[src/rtl/button_debouncer_if.sv]
// Button conditioner bus.
//   btn_in        raw, bouncing push-button level (asynchronous to clk)
//   btn_level     debounced level
//   press_pulse   one-cycle strobe on an accepted press
//   release_pulse one-cycle strobe on an accepted release
//   long_pulse    one-cycle strobe when a press is held past the long threshold
//   toggle        inverts on every accepted press
//   press_count   accepted presses, modulo 256
// The slave modport is the debouncer; the master modport is whoever owns the
// button and consumes the conditioned outputs.
interface button_debouncer_if;
    logic       btn_in;
    logic       btn_level;
    logic       press_pulse;
    logic       release_pulse;
    logic       long_pulse;
    logic       toggle;
    logic [7:0] press_count;

    modport slave (
        input  btn_in,
        output btn_level, press_pulse, release_pulse, long_pulse, toggle, press_count
    );

    modport master (
        output btn_in,
        input  btn_level, press_pulse, release_pulse, long_pulse, toggle, press_count
    );
endinterface

[src/rtl/button_debouncer.sv]
// Single push-button conditioner.
// The raw button is brought into the clk domain by a two-flop synchroniser.
// A four-state FSM then debounces it. The block produces a clean level,
// press/release/long-press strobes, a toggle bit and an 8-bit press counter.
// Ports:
//   clk   system clock, rising edge
//   rst_n asynchronous active-low reset; clears every flop
//   bus   button_debouncer_if.slave (btn_in in, conditioned outputs out)
// Parameters:
//   DEBOUNCE_CYCLES  stable cycles needed to accept a level change (>= 2)
//   LONG_CYCLES      cycles held in PRESSED before long_pulse (>= 1)
module button_debouncer #(
    parameter int DEBOUNCE_CYCLES = 1_000_000,
    parameter int LONG_CYCLES     = 100_000_000
) (
    input  logic                  clk,
    input  logic                  rst_n,
    button_debouncer_if.slave     bus
);
    localparam int DW = $clog2(DEBOUNCE_CYCLES);
    localparam int LW = $clog2(LONG_CYCLES + 1);
    localparam logic [DW-1:0] D_LAST = DW'(DEBOUNCE_CYCLES - 1);
    localparam logic [LW-1:0] L_LAST = LW'(LONG_CYCLES - 1);

    localparam logic [1:0] S_IDLE       = 2'd0;
    localparam logic [1:0] S_DB_PRESS   = 2'd1;
    localparam logic [1:0] S_PRESSED    = 2'd2;
    localparam logic [1:0] S_DB_RELEASE = 2'd3;

    logic          sync1_q, btn_s_q;
    logic [1:0]    state_q, state_d;
    logic [DW-1:0] dcnt_q, dcnt_d;
    logic [LW-1:0] lcnt_q, lcnt_d;
    logic          long_done_q, long_done_d;
    logic          level_q, level_d;
    logic          press_q, press_d;
    logic          rel_q, rel_d;
    logic          long_q, long_d;
    logic          toggle_q, toggle_d;
    logic [7:0]    count_q, count_d;

    always_comb begin
        state_d     = state_q;
        dcnt_d      = dcnt_q;
        lcnt_d      = lcnt_q;
        long_done_d = long_done_q;
        level_d     = level_q;
        toggle_d    = toggle_q;
        count_d     = count_q;
        // Strobes are high for one cycle only.
        press_d     = 1'b0;
        rel_d       = 1'b0;
        long_d      = 1'b0;

        case (state_q)
            S_IDLE: begin
                if (btn_s_q) begin
                    state_d = S_DB_PRESS;
                    dcnt_d  = '0;
                end
            end
            S_DB_PRESS: begin
                if (!btn_s_q) begin
                    state_d = S_IDLE;
                end else if (dcnt_q == D_LAST) begin
                    state_d     = S_PRESSED;
                    level_d     = 1'b1;
                    press_d     = 1'b1;
                    toggle_d    = ~toggle_q;
                    count_d     = count_q + 8'd1;
                    lcnt_d      = '0;
                    long_done_d = 1'b0;
                end else begin
                    dcnt_d = dcnt_q + 1'b1;
                end
            end
            S_PRESSED: begin
                if (!btn_s_q) begin
                    state_d = S_DB_RELEASE;
                    dcnt_d  = '0;
                end else if (!long_done_q && lcnt_q == L_LAST) begin
                    long_d      = 1'b1;
                    long_done_d = 1'b1;
                end else if (!long_done_q) begin
                    lcnt_d = lcnt_q + 1'b1;
                end
            end
            default: begin // S_DB_RELEASE: lcnt frozen so a bounce only delays long_pulse
                if (btn_s_q) begin
                    state_d = S_PRESSED;
                end else if (dcnt_q == D_LAST) begin
                    state_d = S_IDLE;
                    level_d = 1'b0;
                    rel_d   = 1'b1;
                end else begin
                    dcnt_d = dcnt_q + 1'b1;
                end
            end
        endcase
    end

    always_ff @(posedge clk or negedge rst_n) begin
        if (!rst_n) begin
            sync1_q     <= 1'b0;
            btn_s_q     <= 1'b0;
            state_q     <= S_IDLE;
            dcnt_q      <= '0;
            lcnt_q      <= '0;
            long_done_q <= 1'b0;
            level_q     <= 1'b0;
            press_q     <= 1'b0;
            rel_q       <= 1'b0;
            long_q      <= 1'b0;
            toggle_q    <= 1'b0;
            count_q     <= 8'd0;
        end else begin
            sync1_q     <= bus.btn_in;
            btn_s_q     <= sync1_q;
            state_q     <= state_d;
            dcnt_q      <= dcnt_d;
            lcnt_q      <= lcnt_d;
            long_done_q <= long_done_d;
            level_q     <= level_d;
            press_q     <= press_d;
            rel_q       <= rel_d;
            long_q      <= long_d;
            toggle_q    <= toggle_d;
            count_q     <= count_d;
        end
    end

    assign bus.btn_level     = level_q;
    assign bus.press_pulse   = press_q;
    assign bus.release_pulse = rel_q;
    assign bus.long_pulse    = long_q;
    assign bus.toggle        = toggle_q;
    assign bus.press_count   = count_q;
endmodule

[src/flat_wrapper.sv]
// flat-port wrapper written by rule: the top's interface ports become plain ports
module button_debouncer_flat 
#(
    parameter int DEBOUNCE_CYCLES = 1_000_000,
    parameter int LONG_CYCLES     = 100_000_000
)
  (clk, rst_n, bus_btn_in, bus_btn_level, bus_press_pulse, bus_release_pulse, bus_long_pulse, bus_toggle, bus_press_count);
  button_debouncer_if bus_i ();
  input  logic clk;
  input  logic rst_n;
  input wire logic [$bits(bus_i.btn_in)-1:0] bus_btn_in;
  output wire logic [$bits(bus_i.btn_level)-1:0] bus_btn_level;
  output wire logic [$bits(bus_i.press_pulse)-1:0] bus_press_pulse;
  output wire logic [$bits(bus_i.release_pulse)-1:0] bus_release_pulse;
  output wire logic [$bits(bus_i.long_pulse)-1:0] bus_long_pulse;
  output wire logic [$bits(bus_i.toggle)-1:0] bus_toggle;
  output wire logic [$bits(bus_i.press_count)-1:0] bus_press_count;
  assign bus_i.btn_in = bus_btn_in;
  assign bus_btn_level = bus_i.btn_level;
  assign bus_press_pulse = bus_i.press_pulse;
  assign bus_release_pulse = bus_i.release_pulse;
  assign bus_long_pulse = bus_i.long_pulse;
  assign bus_toggle = bus_i.toggle;
  assign bus_press_count = bus_i.press_count;
  button_debouncer #(.DEBOUNCE_CYCLES(DEBOUNCE_CYCLES), .LONG_CYCLES(LONG_CYCLES)) u_core (.clk(clk), .rst_n(rst_n), .bus(bus_i));
endmodule
[config.mk]
export PLATFORM = sky130hd
export DESIGN_NAME = button_debouncer_flat
export DESIGN_NICKNAME = d
export VERILOG_FILES = /design/src/rtl/button_debouncer_if.sv /design/src/rtl/button_debouncer.sv /design/src/flat_wrapper.sv
export SDC_FILE = /design/constraint.sdc
export NUM_CORES = 1
export LEC_CHECK = 0
export CORE_AREA = 2 2 99 101
export DETAILED_ROUTE_END_ITERATION = 10
export DIE_AREA = 0 0 101 103
export GPL_TIMING_DRIVEN = 0
export SYNTH_ARGS = -nofsm -noshare
export SYNTH_HDL_FRONTEND = slang
export SYNTH_SLANG_ARGS = --single-unit
[constraint.sdc]
create_clock -name clk -period 3.8 [get_ports clk]
set_clock_uncertainty 0.05 [all_clocks]
set_input_delay 0.38 -clock clk [delete_from_list [all_inputs] [get_ports clk]]
set_output_delay 0.38 -clock clk [all_outputs]
set_load 0.01 [all_outputs]
Word level (Yosys, flattened, before mapping)
Index checks and enable logic that the tools add are counted.
W data, S select, Z words.

storage, ports and cells
  register bits = 65
  bits in latches = 0
  RAM bits = 0
  memory bits (read-only) = 0
  input bits = 3
  memories kept = 0

cells by class
  $add $sub $neg = 3
  multiply operators = 0
  divide/modulo/power cells = 0
  $lt $le $gt $ge = 0
  eq/ne operators = 15
  shift operators = 0
  multiplexer cells = 36
  bitwise logic cells = 2
  reduce and logical (&&, ||, !) cells = 13

operator list
  kind                     number
  $mux W27                 5
  $mux W20                 5
  $pmux W20 S3             1
  $pmux W27 S2             1
  $add A27 B1 Y27 const B  1
  $eq A27 B27 Y1 const B   1
  $add A20 B1 Y20 const B  1
  $eq A20 B20 Y1 const B   1
  $mux W1                  15
  $mux W2                  6
  $reduce_and A4 Y1        3
  $ne A2 B1 Y1 const B     5
  $add A8 B1 Y8 const B    1
  $ne A2 B2 Y1 const B     4
  $ne A3 B3 Y1 const B     2
  $pmux W2 S3              1
  $reduce_and A6 Y1        1
  $reduce_and A5 Y1        1
  $pmux W1 S2              2
  $reduce_bool A4 Y1       1
  $reduce_and A3 Y1        1
  $reduce_or A3 Y1         1
  $eq A2 B1 Y1 const B     1
  $eq A2 B2 Y1 const B     1
  6 further kinds          7

Logic depth before layout (Yosys ltp)
  word-level depth = 5
  depth in mapped cells = 9
  gate-level depth less buffers = 7

Worst setup path before layout
OpenSTA, ideal clock, no wires.

  kind = flip-flop to flip-flop
  start point = reg u_core.state_q[0]
  end point = reg u_core.dcnt_q[15]
  library setup time = 0.070 ns
  data arrival time = 2.119 ns
  required time = 3.680 ns
  slack = 1.561 ns
  stages on the path, launching flop included = 8
  path buffers = 0
  clock period less this slack = 2.239 ns
  path through = dfrtp_1 -> inv_1 -> ha_1 -> or2_2 -> a21oi_1 -> nand2_1 -> or4_1 -> nand3_1

between the ends
  cells in the longest elaborated chain, start to end = 3
  elaborated cells between the ends (all ways) = 9
  classes of those cells = 6 x eq/ne; 1 x mux; 2 x reduce/logical

RTL lines
  element                                                      line                     RTL
  from (decl)                                                  button_debouncer.sv:31   logic [1:0] state_q, state_d;
  from (signal assigned)                                       button_debouncer.sv:119  state_q <= state_d;
  $eq A2 B1 Y1, or another cell as far along                   button_debouncer.sv:55   case (state_q)
  $ne A3 B3 Y1 (no source line), or another cell as far along  -
  $reduce_and A4 Y1 (no source line)                           -
  to (signal assigned)                                         button_debouncer.sv:120  dcnt_q <= dcnt_d;
  to (decl)                                                    button_debouncer.sv:32   logic [DW-1:0] dcnt_q, dcnt_d;

Parallel ways exist; a longest one is shown, timed or not.
A chain may end at the register's enable or synchronous reset.

Final worst setup path
Ends and elaborated chain as after synthesis.

==> metrics.cfg <==
[pwr]
leakage_nw = 1.733
p_switching_uw = 974.4
swShare = 0.4509
p_int_mw = 1.187
ir_worst_vdd_v = 0.0002721
power.total_mw = 2.161
comb_power_share = 0.388
seqPwrFrac = 0.357
p_per_area_nw_per_um2 = 512.2
pwr-share-clk = 0.256

[yosys]
syn_inst = 411
ys.flop_type = dfrtp_1
ys.warnings.count = 0
postSynthAreaPerCell_um2 = 9.124
synth_area_um2 = 3750
ys_seq_area_frac = 0.4338
ys_ff_latch = 65
syn_nets = 421
synth_edf_count = 0
async_flop_share = 1.000
synth_cell_type_count = 52

[placement]
port_buffers = 15
dpl.hpwl_um = 6232
gp_congestion = 0.8681
place_area_um2 = 4040
dp_slack_ns = 1.008

[cells_and_area]
syn_to_final_growth_pct = 12.51
antenna_cells = 0
layout_common_cells = 65 x dfrtp_1, 49 x nand2_1, 37 x nand3_1
final_common_cell = dfrtp_1
finalNetCount = 447
fin_area_um2 = 4219
drive_above_1_share = 0.07692
n_fill_cell = 921

[sta]
hold_slack_ns = 0.04465
fin_crit_ns = 2.765
rsz0062_at_grt = false
period_share = 0.7278
maxSlewHeadroom = 0.2127
fmax_mhz = 361.6
setup_violations = 0
hold_viol = 0
worst_slack_ns = 1.035
tightest_slew_ns = 1.170
drv_slew = 0

[clock_tree]
hold_buffers = 0
clock_path_buffers = 2
htreeDepth = 3
cts_root_buf = clkbuf_8
cts_tree = done
cts_buffers = 9
clkLatencyLatePin_ns = 0.37
cts_resized = 0
post_cts_buffers = 0
cts.sinks = 65
clk_pin_slew_ns = 0.08

[setup_path]
crit_path_cell_trace = inv_1 > ha_1 > or2_2 > a21oi_1 > nand2_1 > or4_1 > nand3_1
path_max_fanout = 8
critPathMaxStageDelay_ns = 0.55
critPathArrivalTime_ns = 3.01
crit_cells = 7
cp_top_family = simple AND/OR/NAND/NOR gates
path_class = flop to flop
reg2reg_depth = 7
slowest_stage = a21oi_1
required_ns = 4.04
critPathLaunchType = flop
cp-end-kind = flop
cp_num_buf_inv = 1

[flow_run]
maxCapViolCount = 0

[routing]
ant_nets = 0
drtPass1Iterations = 5
viasPerCell = 6.083
drt_wl_total_um = 9222
drtIter0Drc = 193
route.vias.total = 3382
routedWlPerCell_um = 16.59
drc = 0

[die]
num_rows = 36
die_y_um = 103
start_util = 0.3964
die_w_um = 101
io-pin-count = 16
die_area_um2 = 10400
core-area_um2 = 9459

[grt]
grt_usage = 0.1884
grt_antenna_before_repair = 0
grt_pass1_vias = 3016
grt_start_max_net_pins = 66
grt_pass1_wl_um = 15410
grt-ovfl-total = 0

[min_path]
hold_class = primary input to async pin

[status]
outcome = finished clean

[power by group through the flow]
stage	registers (mW)	logic, mW	clock network, mW
2_1_floorplan	0.772	0.558	0
3_3_place_gp	0.783	0.829	0
3_5_place_dp	0.784	0.836	0
4_1_cts	0.771	0.835	0.569
5_1_grt	0.778	0.918	0.599
6_report	0.771	0.838	0.552
[synthesized netlist by cell type (all sizes together), types with 4 or more instances]
cell / instances / area, um2
nand3b: 4 / 30.03
and3: 11 / 68.82
o21ai: 15 / 75.07
nand2: 49 / 183.9
xnor2: 10 / 87.58
a211o: 5 / 43.79
inv: 11 / 41.29
nand4: 21 / 137.6
or2: 5 / 31.28
or4: 19 / 143.9
o311ai: 6 / 52.55
nor2: 15 / 56.30
o21a: 4 / 30.03
clkbuf: 16 / 60.06
nand2b: 5 / 31.28
buf: 4 / 26.27
a21oi: 12 / 60.06
nand3: 37 / 185.2
o211ai: 15 / 112.6
nor4: 15 / 100.1
nor3: 7 / 40.04
or3: 9 / 57.56
dfrtp: 65 / 1627
and4: 4 / 35.03
ha: 7 / 87.58
[layer usage]
| layer | wire (um) | up-vias | global-route usage | share of wire |
|---|---|---|---|---|
| met5 | 0 | - | 0 | 0 |
| met4 | 148 | 0 | 0.08628 | 0.016 |
| met3 | 470 | 14 | 0.03729 | 0.051 |
| met2 | 4159 | 99 | 0.2708 | 0.45 |
| met1 | 4444 | 1638 | 0.2730 | 0.48 |
| li1 | - | 1631 | - | - |
[kinds of logic (layout without fill, tap and decap cells)]
logic type / after synthesis / after routing / share of synthesized area
and+or+nand+nor: 218 / 218 / 0.3320
AOI/OAI and AO/OA: 71 / 71 / 0.1298
DFF: 65 / 65 / 0.4338
buffers and inverters: 32 / 63 / 0.03637
xor gates and xnor gates: 13 / 13 / 0.03036
adders and majority gates: 7 / 7 / 0.02336
muxes: 5 / 5 / 0.01435
[per-stage QoR]
step	util	setup TNS, ns	instances
final	0.4460	0	556
after detailed placement	0.4271	0	540
after CTS	0.4460	0	556
after global placement	0.4274	-1.597	540
after floorplan	-	0	411
after global routing	0.4460	0	556
[final cells by class]
class                   count  area [um2]  share of cell area
inverters                  11       41.29            0.009786
repair buffers             15       147.6             0.03499
flip-flops and latches     65        1627              0.3855
clock inverters             7       55.05             0.01305
multi-input cells         314        1987              0.4709
well taps                 114       142.6             0.03381
clock buffers               9       123.9             0.02936
plain buffers              21       95.09             0.02254
[sequential cells by signal (all words and copies together) (netlist names), named ones only]
signal,count
u_core.bus.toggle,1
u_core.bus.release_pulse,1
u_core.btn_s_q,1
u_core.state_q,1
u_core.bus.btn_level,1
u_core.bus.press_pulse,1
u_core.dcnt_q,20
u_core.bus.press_count,8
u_core.sync1_q,1
u_core.long_done_q,1
u_core.bus.long_pulse,1
u_core.lcnt_q,27
[worst paths after layout]
check	slack, ns	endpoint	start
min reg2reg	0.31	u_core.btn_s_q$_DFF_PN0_	u_core.sync1_q$_DFF_PN0_
max reg2reg	1.03	u_core.dcnt_q[15]$_DFFE_PN0P_	u_core.state_q[0]$_DFFE_PN0P_
max in group asynchronous	3.06	u_core.dcnt_q[13]$_DFFE_PN0P_	rst_n
min	0.04	u_core.dcnt_q[1]$_DFFE_PN0P_	rst_n
max	1.03	u_core.dcnt_q[15]$_DFFE_PN0P_	u_core.state_q[0]$_DFFE_PN0P_
min in group clk	0.31	u_core.btn_s_q$_DFF_PN0_	u_core.sync1_q$_DFF_PN0_
(Power assumes the default switching activity.)
